File: config.mk
export PLATFORM = sky130hd
export DESIGN_NAME = overlay_frame_sequencer
export DESIGN_NICKNAME = d
export VERILOG_FILES = /design/src/rtl/overlay_frame_sequencer.sv
export SDC_FILE = /design/constraint.sdc
export NUM_CORES = 1
export LEC_CHECK = 0
export ABC_CLOCK_PERIOD_IN_PS = 3000
export CORE_ASPECT_RATIO = 1.5
export CORE_MARGIN = 4
export CORE_UTILIZATION = 50
export CTS_BUF_LIST = sky130_fd_sc_hd__clkbuf_4
export CTS_CLUSTER_SIZE = 20
export DETAILED_ROUTE_END_ITERATION = 7
export PLACE_DENSITY = 0.81
export SYNTH_ARGS = -nofsm -noshare
export SYNTH_HDL_FRONTEND = slang
export SYNTH_SLANG_ARGS = --single-unit
File: constraint.sdc
create_clock -name i_clk -period 3 [get_ports i_clk]
set_clock_uncertainty 0.1 [all_clocks]
set_input_delay 0.6 -clock i_clk [delete_from_list [all_inputs] [get_ports i_clk]]
set_output_delay 0.6 -clock i_clk [all_outputs]
set_load 0.01 [all_outputs]
File: src/rtl/overlay_frame_sequencer.sv
`default_nettype none
// ============================================================================
//  Module      : overlay_frame_sequencer
//  Description : Frame-level controller for the overlay image generator.
//                Validates and buffers corner sets from the corner detector,
//                then commits exactly one set per frame on the generator's
//                end-of-frame flag. Overlay is disabled after STALE_FRAMES
//                consecutive frames without a fresh corner set.
//  Ports       : i_clk, i_rst_n (async, active low)
//                i_corner_valid, i_ul/i_ur/i_dl/i_dr  corner set input
//                                                     {row[19:10], col[9:0]}
//                i_overlay_on                         user overlay switch
//                i_gen_fin / o_gen_recive             end-of-frame handshake
//                o_addr_valid                         1-cycle commit strobe
//                o_ul/o_ur/o_dl/o_dr, o_enable        committed frame state
//                o_stale, o_frame_cnt, o_reject_cnt   status
//  Revision    : 1.0  initial release
// ============================================================================
module overlay_frame_sequencer #(
    parameter int ROWS         = 600,
    parameter int COLS         = 800,
    parameter int STALE_FRAMES = 4,
    parameter int FCNT_W       = 16
) (
    input  logic              i_clk,
    input  logic              i_rst_n,
    input  logic              i_corner_valid,
    input  logic [19:0]       i_ul,
    input  logic [19:0]       i_ur,
    input  logic [19:0]       i_dl,
    input  logic [19:0]       i_dr,
    input  logic              i_overlay_on,
    input  logic              i_gen_fin,
    output logic              o_gen_recive,
    output logic              o_addr_valid,
    output logic [19:0]       o_ul,
    output logic [19:0]       o_ur,
    output logic [19:0]       o_dl,
    output logic [19:0]       o_dr,
    output logic              o_enable,
    output logic              o_stale,
    output logic [FCNT_W-1:0] o_frame_cnt,
    output logic [7:0]        o_reject_cnt
);

    localparam int                c_STALE_W   = $clog2(STALE_FRAMES + 1);
    localparam logic [c_STALE_W-1:0] c_STALE_MAX = c_STALE_W'(STALE_FRAMES);
    // One extra bit so a limit of 1024 does not truncate to zero.
    localparam logic [10:0]       c_ROWS      = 11'(ROWS);
    localparam logic [10:0]       c_COLS      = 11'(COLS);

    typedef enum logic [0:0] {
        ST_WAIT = 1'b0,
        ST_ACK  = 1'b1
    } state_t;

    state_t                 r_state;
    logic [19:0]            r_pend_ul, r_pend_ur, r_pend_dl, r_pend_dr;
    logic                   r_pend_flag;
    logic                   r_have_corners;
    logic [c_STALE_W-1:0]   r_stale_cnt;
    logic                   r_gen_recive;
    logic                   r_addr_valid;
    logic [19:0]            r_ul, r_ur, r_dl, r_dr;
    logic                   r_enable;
    logic                   r_stale;
    logic [FCNT_W-1:0]      r_frame_cnt;
    logic [7:0]             r_reject_cnt;

    logic                   w_set_valid;
    logic                   w_have_next;
    logic [c_STALE_W-1:0]   w_stale_next;

    function automatic logic f_in_frame(input logic [19:0] corner);
        return ({1'b0, corner[19:10]} < c_ROWS) && ({1'b0, corner[9:0]} < c_COLS);
    endfunction

    always_comb begin
        w_set_valid = f_in_frame(i_ul) && f_in_frame(i_ur) &&
                      f_in_frame(i_dl) && f_in_frame(i_dr);
    end

    // Values the counters take if a commit happens this cycle.
    always_comb begin
        w_have_next  = r_have_corners | r_pend_flag;
        w_stale_next = r_stale_cnt;
        if (r_pend_flag) begin
            w_stale_next = '0;
        end else if (r_stale_cnt != c_STALE_MAX) begin
            w_stale_next = r_stale_cnt + c_STALE_W'(1);
        end
    end

    always_ff @(posedge i_clk or negedge i_rst_n) begin
        if (!i_rst_n) begin
            r_state        <= ST_WAIT;
            r_pend_ul      <= '0;
            r_pend_ur      <= '0;
            r_pend_dl      <= '0;
            r_pend_dr      <= '0;
            r_pend_flag    <= 1'b0;
            r_have_corners <= 1'b0;
            r_stale_cnt    <= '0;
            r_gen_recive   <= 1'b0;
            r_addr_valid   <= 1'b0;
            r_ul           <= '0;
            r_ur           <= '0;
            r_dl           <= '0;
            r_dr           <= '0;
            r_enable       <= 1'b0;
            r_stale        <= 1'b0;
            r_frame_cnt    <= '0;
            r_reject_cnt   <= '0;
        end else begin
            r_addr_valid <= 1'b0;

            if (r_state == ST_WAIT) begin
                if (i_gen_fin) begin
                    r_addr_valid   <= 1'b1;
                    r_gen_recive   <= 1'b1;
                    r_frame_cnt    <= r_frame_cnt + FCNT_W'(1);
                    r_have_corners <= w_have_next;
                    r_stale_cnt    <= w_stale_next;
                    r_enable       <= i_overlay_on & w_have_next &
                                      (w_stale_next < c_STALE_MAX);
                    r_stale        <= (w_stale_next == c_STALE_MAX);
                    if (r_pend_flag) begin
                        r_ul        <= r_pend_ul;
                        r_ur        <= r_pend_ur;
                        r_dl        <= r_pend_dl;
                        r_dr        <= r_pend_dr;
                        r_pend_flag <= 1'b0;
                    end
                    r_state <= ST_ACK;
                end
            end else begin
                // fin still high here belongs to the frame already committed.
                if (!i_gen_fin) begin
                    r_gen_recive <= 1'b0;
                    r_state      <= ST_WAIT;
                end
            end

            // Capture sits after the commit so a set arriving on the commit
            // edge re-arms pend_flag for the following frame.
            if (i_corner_valid) begin
                if (w_set_valid) begin
                    r_pend_ul   <= i_ul;
                    r_pend_ur   <= i_ur;
                    r_pend_dl   <= i_dl;
                    r_pend_dr   <= i_dr;
                    r_pend_flag <= 1'b1;
                end else if (r_reject_cnt != 8'hFF) begin
                    r_reject_cnt <= r_reject_cnt + 8'd1;
                end
            end
        end
    end

    assign o_gen_recive = r_gen_recive;
    assign o_addr_valid = r_addr_valid;
    assign o_ul         = r_ul;
    assign o_ur         = r_ur;
    assign o_dl         = r_dl;
    assign o_dr         = r_dr;
    assign o_enable     = r_enable;
    assign o_stale      = r_stale;
    assign o_frame_cnt  = r_frame_cnt;
    assign o_reject_cnt = r_reject_cnt;

endmodule
`default_nettype wire

# Word-level counts from Yosys, hierarchy flattened
# Cells that the tools add are included.
# word_totals
register_bits	194
inputBits	85
wordCells	63
# op_classes
n_addsub	3
n_lt_le_gt_ge	9
n_eq_ne	4
mux	11
bitwise	5
n_reduce_logical	13
# op_table
cell	n
less-than comparator 10 bit, second input constant	8
adder 16 x 1 -> 16 bit, second input constant	1
2-to-1 mux 1 bit	9
adder 8 x 1 -> 8 bit, second input constant	1
inequality test 8 bit, second input constant	1
logical AND 1 bit	7
2-to-1 mux 3 bit	2
AND reduction 2 bit	3
AND reduction 3 bit	2
adder 3 x 1 -> 3 bit, second input constant	1
equality test 3 bit, second input constant	1
less-than comparator 3 bit, second input constant	1
inequality test 3 bit, second input constant	1
bitwise AND 1 bit	2
inequality test 2 bit, second input constant	1
NOT 1 bit	2
nonzero test 2 bit	1
bitwise OR 1 bit	1

# Depth between registers and ports, before layout
# depth
ltp_word	7
mapped_depth	8
mapped_depth_nobuf	7

# Least setup slack after synthesis
# No wires, ideal clock.
# synth_timing
kind	input -> register
startpoint	in i_ul[13]
endpoint	reg r_pend_dl[0]
t_arrival_ns	2.060
path_slack_ns	0.715
cell_stages	8
path_buffers	2
cell_sequence	a21o_1 -> a211o_1 -> a222oi_1 -> and2_1 -> buf_4 -> nand2_4 -> buf_6 -> mux2_4
# synth_via
elab_chain_cells	6
# synth_rtl
item	line_no	rtl
start: declaration	28	input logic [19:0] i_ul,
less-than comparator 10 bit	75	return ({1'b0, corner[19:10]} < c_ROWS) && ({1'b0, corner[9:0]} < c_COLS);
logical AND 1 bit	75	
logical AND 1 bit (2 in series)	79	w_set_valid = f_in_frame(i_ul) && f_in_frame(i_ur) &&
logical AND 1 bit	80	f_in_frame(i_dl) && f_in_frame(i_dr);
AND reduction 2 bit (no source line)	--	
end signal: assignment	150	r_pend_dl <= i_dl;
end: declaration	58	logic [19:0] r_pend_ul, r_pend_ur, r_pend_dl, r_pend_dr;
# Every way passes these cells.
# A chain may end at the register's enable or synchronous reset.

# Worst setup path after layout
# layout_timing
startpoint	in i_dr[7]
endpoint	reg r_pend_ul[16]
# layout_via
elab_chain_cells	4
# layout_rtl
item	line_no	rtl
start: declaration	31	input logic [19:0] i_dr,
less-than comparator 10 bit	75	
logical AND 1 bit	75	
logical AND 1 bit	80	
AND reduction 2 bit (no source line)	--	
end signal: assignment	148	r_pend_ul <= i_ul;
end: declaration	58	
# Every way passes these cells.

==> impl_metrics.tcl <==
set metrics [dict create \
    status "finished, final reports clean" \
    syn_nets 579 \
    cp.buffers_inverters 3 \
    instances_no_fill 904 \
    cts-resized-gates 0 \
    cts_htree_levels 4 \
    cp_max_fo 31 \
    port-buffer-count 192 \
    fin_crit_sh 0.807 \
    placed_area_um2 10100 \
    grt_overflow 0 \
    clkSinkCount 194 \
    syn_area_um2 7870 \
    synth_flop_cell "dfrtp_1" \
    final-setup-viol-count 0 \
    routedWlPerCell_um 18.8 \
    finalWirelength_um 17000 \
    clock.fmax_mhz 413 \
    fp.dieW_um 110 \
    rr_endpoint "o_reject_cnt[5]" \
    p_leak_nw 5.00 \
    cts_buffers 17 \
    dp.cells 872 \
    holdPathStages 1 \
    syn_to_final_growth_pct 31.3 \
    critPathTopFamily "buffers and inverters" \
    path_cells "clkdlybuf4s50_1, o311ai_0, buf_4, nand4_1, a21oi_1, and2_1, nand2_4, buf_12, mux2_4" \
    synth_warnings 0 \
    slew_viol_final 0 \
    p_total_mw 7.75 \
    chipHeight_um 162 \
    grt_pass1_wl_um 28400 \
    synth-edff-count 0 \
    insertion_delay_ps 550 \
    drc 0 \
    cp-start-kind "input port" \
    min_to "o_frame_cnt[15]" \
    cts.path.max_buffers 2 \
    syn_inst 489 \
    cts_tree "done" \
    initialDrtViolationCount 223 \
    maxSlewHeadroom 0.644 \
    tightest_slew_ps 534 \
    required_ps 3340 \
    path_class "in -> reg" \
    placementRows 55 \
    start_util 0.515 \
    post-dp-hpwl_um 12500 \
    maxCapViolCount 0 \
    num_io_pins 193 \
    hp-class "reg -> reg" \
    synth-seq-cells 194 \
    slowest_stage "clkdlybuf4s50_1" \
    syn_avg_cell_area_um2 16.1 \
    layout-drive-gt1-share 0.291 \
    ys_seq_area_frac 0.617 \
    synthArstFlopShare 1.00 \
    power_per_cell_area_nw_per_um2 750 \
    rr_worst_depth 7 \
    viasPerCell 5.22 \
    first_pass_iters 4 \
    clkTransAtPathRegs_ps 130 \
    hold_viol_final 0 \
    grt_pass1_vias 5370 \
    timing.hold.worst.start "o_frame_cnt[15]" \
    period_needed_ps 2420 \
    grt_max_degree 69 \
    ant_nets 0 \
    crit_arrival_ps 2760 \
    gr-usage-all-layers 0.200 \
    synthDistinctLibCells 33 \
    tns_ps 0 \
    core_um2 15300 \
    rsz0062_at_grt "no" \
    cts_root_buffer "clkbuf_4" \
    vias 4717 \
    slowest_delay_ps 460 \
    place_congestion 0.771 \
    layout.nets 783 \
    ir_drop_mv 0.446 \
    final_area_um2 10300 \
    die_area_um2 17900 \
    antenna_found_initial 1 \
    r2r-start "o_reject_cnt[0]" \
    worstSetupEndpointType "register" \
    r2r_setup_slack_ps 1010 \
]
-- cells in the mapped netlist, drive strengths merged (4+ instances only) --
master / n / area [um2]
nor2: 7 / 26.3
xnor2: 12 / 105
o21ai: 4 / 20.0
nand3: 11 / 55.1
dfrtp: 194 / 4850
o311ai: 4 / 35.0
clkbuf: 10 / 37.5
mux2: 164 / 2140
xor2: 9 / 78.8
nand2: 15 / 63.8
and4: 4 / 35.0
and3: 6 / 37.5
a21oi: 5 / 25.0
nand4: 4 / 25.0
buf: 10 / 103
inv: 5 / 18.8
ha: 5 / 62.6
-- metal layers --
| metal | vias to the layer above | global-route usage | routed length [um] |
|---|---|---|---|
| li1 | 2143 | - | - |
| met1 | 2396 | 0.231 | 6730 |
| met2 | 161 | 0.344 | 8680 |
| met3 | 17 | 0.0775 | 1330 |
| met4 | 0 | 0.0639 | 235 |
| met5 | - | 0 | 0 |
-- placed cells by master (no fill, tap or decap), types with 2 or more instances in the layout --
cell type          n
o21ai_0            4
nand2b_1           3
ha_1               5
and3_1             6
inv_1              5
clkdlybuf4s50_1  191
and4_1             4
dfrtp_1          194
clkinvlp_4         4
bufinv_16          2
a211oi_1           3
nand3b_1           3
buf_4              7
clkinv_1           4
o311ai_0           4
xnor2_1           12
nand4_1            4
nand2_1           13
clkbuf_4          18
mux2_2            85
a211o_1            2
a21oi_1            5
xor2_1             9
a21o_1             2
nand2_4            2
nand3_1           11
buf_12             5
mux2_4            79
nor2_1             7
-- per-stage QoR --
stage               worst slack, ps  hold WS (ps)   util
floorplan                       715           204      -
global placement               85.8           355  0.659
detailed placement             14.9           366  0.659
CTS                             603           384  0.676
global route                    465           432  0.676
finish                          580           379  0.676
-- repair_timing --
| action | 4_1_cts | 5_1_grt |
|---|---|---|
| endpoints found under the setup margin | 0 | 0 |
| setup buffers | 0 | 0 |
| endpoints found under the hold margin | 63 | 0 |
| hold buffers | 1 | 0 |
-- worst max path at each step --
stage / slack, ps / end / cells after the start / start
floorplan: 710 / r_pend_dl[0] / 8 / i_ul[13]
global placement: 90 / r_pend_dr[11] / 8 / i_ul[13]
detailed placement: 10 / o_reject_cnt[1] / 9 / i_dr[7]
CTS: 600 / o_reject_cnt[4] / 1 / o_reject_cnt[4]
global route: 470 / o_reject_cnt[1] / 9 / i_dr[7]
finish: 580 / r_pend_ul[16] / 9 / i_dr[7]
-- final cells by class --
type | instances | area, um2
clock inverter | 12 | 119
inverter | 5 | 18.8
tap | 199 | 249
clock buffer | 18 | 135
timing repair buffer | 205 | 2090
sequential | 194 | 4850
antenna | 1 | 2.50
multi-input combinational | 270 | 2870
fill | 1147 | 4940
-- flip-flops by register name, summed over array words and instances (netlist names), 20 cells and up --
register   flops
o_dr          20
o_dl          20
r_pend_dr     20
r_pend_ur     20
r_pend_dl     20
o_ur          20
r_pend_ul     20
o_ul          20
-- report_power, final --
group | switching (mW) | total [mW] | internal, mW
sequential | 0.526 | 3.93 | 3.41
combinational | 0.853 | 2.51 | 1.66
clock | 0.823 | 1.31 | 0.482
-- cell families (layout without fill, tap and decap cells) --
kind of cell	count (synthesis)	in the layout	synth area share
flip-flops	194	194	0.617
AND/OR/NAND/NOR	55	55	0.0375
other	0	1	0
buffers and inverters	25	240	0.0202
adder cells (fa/ha/maj)	5	5	0.00795
AO/OA/AOI/OAI	25	25	0.0222
XOR/XNOR	21	21	0.0234
multiplexers	164	164	0.272
Power figures use the tool's default switching activity.
